**config.mk**
```make
export PLATFORM = sky130hd
export DESIGN_NAME = wb_master
export DESIGN_NICKNAME = d
export VERILOG_FILES = /design/src/rtl/wb_master_pkg.sv /design/src/rtl/wb_tout_cnt.sv /design/src/rtl/wb_master.sv
export SDC_FILE = /design/constraint.sdc
export NUM_CORES = 1
export LEC_CHECK = 0
export BUFFER_PORTS_ARGS = -buffer_cell sky130_fd_sc_hd__buf_2
export CORE_UTILIZATION = 45
export DETAILED_ROUTE_END_ITERATION = 12
export PLACE_DENSITY = 0.77
export SYNTH_ARGS = -nofsm -noshare
export SYNTH_HDL_FRONTEND = slang
export SYNTH_SLANG_ARGS = --single-unit
```
**constraint.sdc**
```tcl
create_clock -name i_clk -period 2.9 [get_ports i_clk]
set_clock_uncertainty 0.1 [all_clocks]
set_input_delay 0.58 -clock i_clk [delete_from_list [all_inputs] [get_ports i_clk]]
set_output_delay 0.58 -clock i_clk [all_outputs]
set_load 0.1 [all_outputs]
```
**src/rtl/wb_master_pkg.sv**
```systemverilog
// Shared Wishbone master definitions: FSM state encodings and bus opcode values.
// The slave blocks use the same values.
package wb_master_pkg;

    typedef enum logic [1:0] {
        ST_IDLE = 2'd0,
        ST_REQ  = 2'd1,
        ST_WDAT = 2'd2,
        ST_RESP = 2'd3
    } wb_state_e;

    localparam logic WB_OP_READ  = 1'b0;
    localparam logic WB_OP_WRITE = 1'b1;

    function automatic int unsigned tout_width(input int unsigned tout);
        return $clog2(tout);
    endfunction

endpackage

```
**src/rtl/wb_tout_cnt.sv**
```systemverilog
// Ack-timeout counter: clearable, enabled per cycle, flags the terminal count TOUT-1.
module wb_tout_cnt
    import wb_master_pkg::*;
#(
    parameter int unsigned TOUT = 16
) (
    input  logic i_clk,
    input  logic i_rst_n,
    input  logic i_clr,
    input  logic i_en,
    output logic o_tc
);

    localparam int unsigned CW = tout_width(TOUT);
    localparam logic [CW-1:0] TC_VAL = CW'(TOUT - 1);

    logic [CW-1:0] cnt;

    always_ff @(posedge i_clk or negedge i_rst_n) begin
        if (!i_rst_n) begin
            cnt <= '0;
        end else if (i_clr) begin
            cnt <= '0;
        end else if (i_en) begin
            cnt <= cnt + 1'b1;
        end
    end

    assign o_tc = (cnt == TC_VAL);

endmodule

```
**src/rtl/wb_master.sv**
```systemverilog
// Single-outstanding Wishbone master: latches a local request, drives one bus cycle,
// and returns a registered one-cycle completion pulse with read data or timeout error.
module wb_master
    import wb_master_pkg::*;
#(
    parameter int unsigned ASIZE  = 2,
    parameter int unsigned DSIZE  = 8,
    parameter int unsigned TOUT   = 16,
    parameter int unsigned RD_DLY = 1
) (
    input  logic             i_clk,
    input  logic             i_rst_n,
    input  logic             i_valid,
    input  logic [ASIZE-1:0] i_addr,
    input  logic             i_we,
    input  logic [DSIZE-1:0] i_wdata,
    output logic             o_ready,
    output logic [DSIZE-1:0] o_rdata,
    output logic             o_err,
    output logic [ASIZE-1:0] o_adr,
    output logic             o_we,
    output logic [DSIZE-1:0] o_dat,
    output logic             o_stb,
    input  logic             i_ack,
    input  logic [DSIZE-1:0] i_dat
);

    wb_state_e state;
    logic      cnt_clr;
    logic      cnt_en;
    logic      cnt_tc;

    assign cnt_clr = (state == ST_IDLE) && i_valid;
    assign cnt_en  = (state == ST_REQ) && !i_ack;

    wb_tout_cnt #(
        .TOUT(TOUT)
    ) u_tout (
        .i_clk  (i_clk),
        .i_rst_n(i_rst_n),
        .i_clr  (cnt_clr),
        .i_en   (cnt_en),
        .o_tc   (cnt_tc)
    );

    always_ff @(posedge i_clk or negedge i_rst_n) begin
        if (!i_rst_n) begin
            state   <= ST_IDLE;
            o_stb   <= 1'b0;
            o_ready <= 1'b0;
            o_err   <= 1'b0;
            o_rdata <= '0;
            o_adr   <= '0;
            o_we    <= 1'b0;
            o_dat   <= '0;
        end else begin
            o_ready <= 1'b0;
            unique case (state)
                ST_IDLE: begin
                    if (i_valid) begin
                        o_adr <= i_addr;
                        o_we  <= i_we;
                        o_dat <= i_wdata;
                        o_stb <= 1'b1;
                        state <= ST_REQ;
                    end
                end
                ST_REQ: begin
                    // Ack takes priority over a timeout landing on the same cycle.
                    if (i_ack) begin
                        o_stb <= 1'b0;
                        if (o_we == WB_OP_READ && RD_DLY != 0) begin
                            state <= ST_WDAT;
                        end else begin
                            if (o_we == WB_OP_READ) begin
                                o_rdata <= i_dat;
                            end
                            o_ready <= 1'b1;
                            state   <= ST_RESP;
                        end
                    end else if (cnt_tc) begin
                        o_stb   <= 1'b0;
                        o_err   <= 1'b1;
                        o_ready <= 1'b1;
                        state   <= ST_RESP;
                    end
                end
                ST_WDAT: begin
                    o_rdata <= i_dat;
                    o_ready <= 1'b1;
                    state   <= ST_RESP;
                end
                ST_RESP: begin
                    o_err <= 1'b0;
                    state <= ST_IDLE;
                end
                default: state <= ST_IDLE;
            endcase
        end
    end

endmodule

```
==> flow_metrics.py <==
metrics = {
    "floorplan": {
        "initial_core_util_pct": 47.4,
        "row_count": 19,
        "die_w_um": 55.9,
        "pin_count": 45,
        "die_y_um": 55.9,
        "core_area_sq_mm": 0.00276,
        "die_area_sq_mm": 0.00312,
    },
    "cts": {
        "clk_pin_slew_ns": 0.15,
        "ctsHoldBuffers": 0,
        "clk_latency_ns": 0.32,
        "cts-root-buf": "clkbuf_4",
        "ctsHtreeMaxLevel": 1,
        "cts_tree": "done",
        "cts_made_buffers": 3,
        "ctsResizeCount": 0,
        "clock_path_buffers": 2,
        "cts_sinks": 28,
        "postCtsSetupRepairBufs": 0,
    },
    "synth": {
        "netlist_area_sq_mm": 0.00131,
        "synth_nets": 123,
        "ys_warn_count": 0,
        "ys_seq_elements": 28,
        "ys_types": 32,
        "synth_top_area_share_pct": 53.6,
        "avgSynthCellArea_sq_um": 13.8,
        "synth.area.top_cells": "dfrtp_1 54%, mux2_2 11%, mux2_4 8.0%",
        "yosys.area.top_type": "dfrtp_1",
        "syn_inst": 95,
        "ys_seq_area_share_pct": 53.6,
    },
    "global_route": {
        "antenna_found_initial": 0,
        "grt_pass1_wl_mm": 3.92,
        "grt-ovfl-total": 0,
        "grt_max_degree": 29,
        "grt_pass1_vias": 903,
        "grtUsageTotal_pct": 16.0,
    },
    "setup_path": {
        "cp.required_ns": 2.22,
        "cp-start-kind": "flop",
        "crit_chain": "buf_2",
        "path_class": "reg -> out",
        "path_max_fanout": 4,
        "cp-end-kind": "output port",
        "regToRegSetupSlack_ns": 1.07,
        "crit_family": "buffers and inverters",
        "worstReg2RegEnd": "o_dat[0]",
        "crit_start": "o_we",
        "worst_path_max_delay_cell": "buf_2",
        "cpPeakStageDelay_ns": 0.45,
        "timing.rr.start": "state[0]",
        "r2r_cells": 5,
        "arrival_ns": 1.18,
        "crit_buf_inv": 1,
    },
    "cells_and_area": {
        "fin_area_sq_mm": 0.00159,
        "antenna_cells": 0,
        "drive_gt1_share_pct": 52.1,
        "layout_commonest_cell": "buf_2",
        "layout_common_cells": "44 x buf_2, 28 x dfrtp_1, 13 x mux2_2",
        "nFillCells": 238,
        "fin_nets": 169,
        "area_growth_pct": 21.7,
    },
    "routing": {
        "dr.first_iter.drc_count": 7,
        "dr.pass1.iters": 2,
        "ant_nets": 0,
        "via_count": 886,
        "wirelength_mm": 2.30,
        "vias_per_cell": 5.18,
        "wl_per_cell_um": 13.4,
        "drc": 0,
    },
    "timing": {
        "fin_crit_sh_pct": 64.3,
        "finalMaxSlewViolations": 0,
        "tightest_slew_ns": 0.606,
        "grt_setup_unrepaired": "false",
        "setup_ws_ns": 1.04,
        "setup_tns_ns": 0,
        "finalHoldViolCount": 0,
        "maxSlewHeadroom_pct": 59.6,
        "timing.fmax_ghz": 0.536,
        "setup_viol": 0,
        "finalCriticalPeriod_ns": 1.86,
    },
    "placed_design": {
        "dp_hpwl_mm": 1.72,
        "port_buffers": 44,
        "place_congestion": 0.807,
        "pre_cts_ws_ns": 1.08,
        "dpl_cell_area_sq_mm": 0.00154,
    },
    "run_status": {
        "status": "complete, no violations",
    },
    "flow_run": {
        "cap_violations": 0,
    },
    "hold_path": {
        "hold_path.class": "in -> async",
    },
}
## worst max path at each step
stage | end | cells past startpoint
finish | o_we | 1
global route | state[0] | 5
CTS | o_we | 1
detailed placement | state[0] | 5
global placement | o_dat[2] | 5
floorplan | o_we | 6
## registers in the layout, indices dropped and copies added, names as in the netlist
register    cells
o_err           1
o_ready         1
o_adr           2
o_dat           8
o_we            1
state           2
o_rdata         8
o_stb           1
u_tout.cnt      4
## cells by family after synthesis
group,after synthesis,synth area share (%)
AO/OA/AOI/OAI,12,6.42
buffers and inverters,8,3.83
multiplexers,22,20.8
XOR/XNOR,2,1.34
adder cells (fa/ha/maj),5,4.79
flip-flops,28,53.6
AND/OR/NAND/NOR,18,9.20
## layer usage
layer	vias up	global-route usage, %	share of wire, %
li1	424	-	-
met1	432	19.7	45
met2	26	27.5	49
met3	4	3.26	4.8
met4	0	6.27	1.4
met5	-	0	0
## through the flow
| stage | hold WS (ns) | instances | utilization (%) |
|---|---|---|---|
| floorplan | 0.184 | 95 | - |
| global placement | 0.384 | 167 | 55.8 |
| detailed placement | 0.390 | 167 | 55.8 |
| CTS | 0.151 | 171 | 57.7 |
| global route | 0.180 | 171 | 57.7 |
| finish | 0.135 | 171 | 57.7 |
## layout make-up
class | count | area [sq um] | area share (%)
inverters | 4 | 15.0 | 0.944
well taps | 31 | 38.8 | 2.44
clock buffers | 3 | 22.5 | 1.42
repair buffers | 45 | 228 | 14.3
multi-input cells | 59 | 556 | 34.9
flip-flops and latches | 28 | 701 | 44.1
clock inverters | 1 | 30.0 | 1.89
## cells in the mapped netlist
cell,n
mux2_4,7
xnor2_1,1
nand2b_1,1
a22o_1,1
ha_1,5
o22ai_1,1
or4b_1,1
dfrtp_1,28
buf_4,1
o211ai_1,1
and2_1,1
mux2_2,13
a311o_1,1
buf_6,2
nand3_2,1
nand2b_4,1
xor2_1,1
or2b_1,1
o21ai_0,4
a2111oi_2,1
nand3b_1,1
nor2_1,2
mux2i_1,2
buf_2,1
or3_1,1
nand3_1,2
nor2b_4,1
nand2_1,4
and3_1,1
a31oi_1,1
inv_1,4
a21oi_1,2
Power is not shown: default switching activity piles up to over one toggle a cycle in this logic, so the estimate is an artifact.
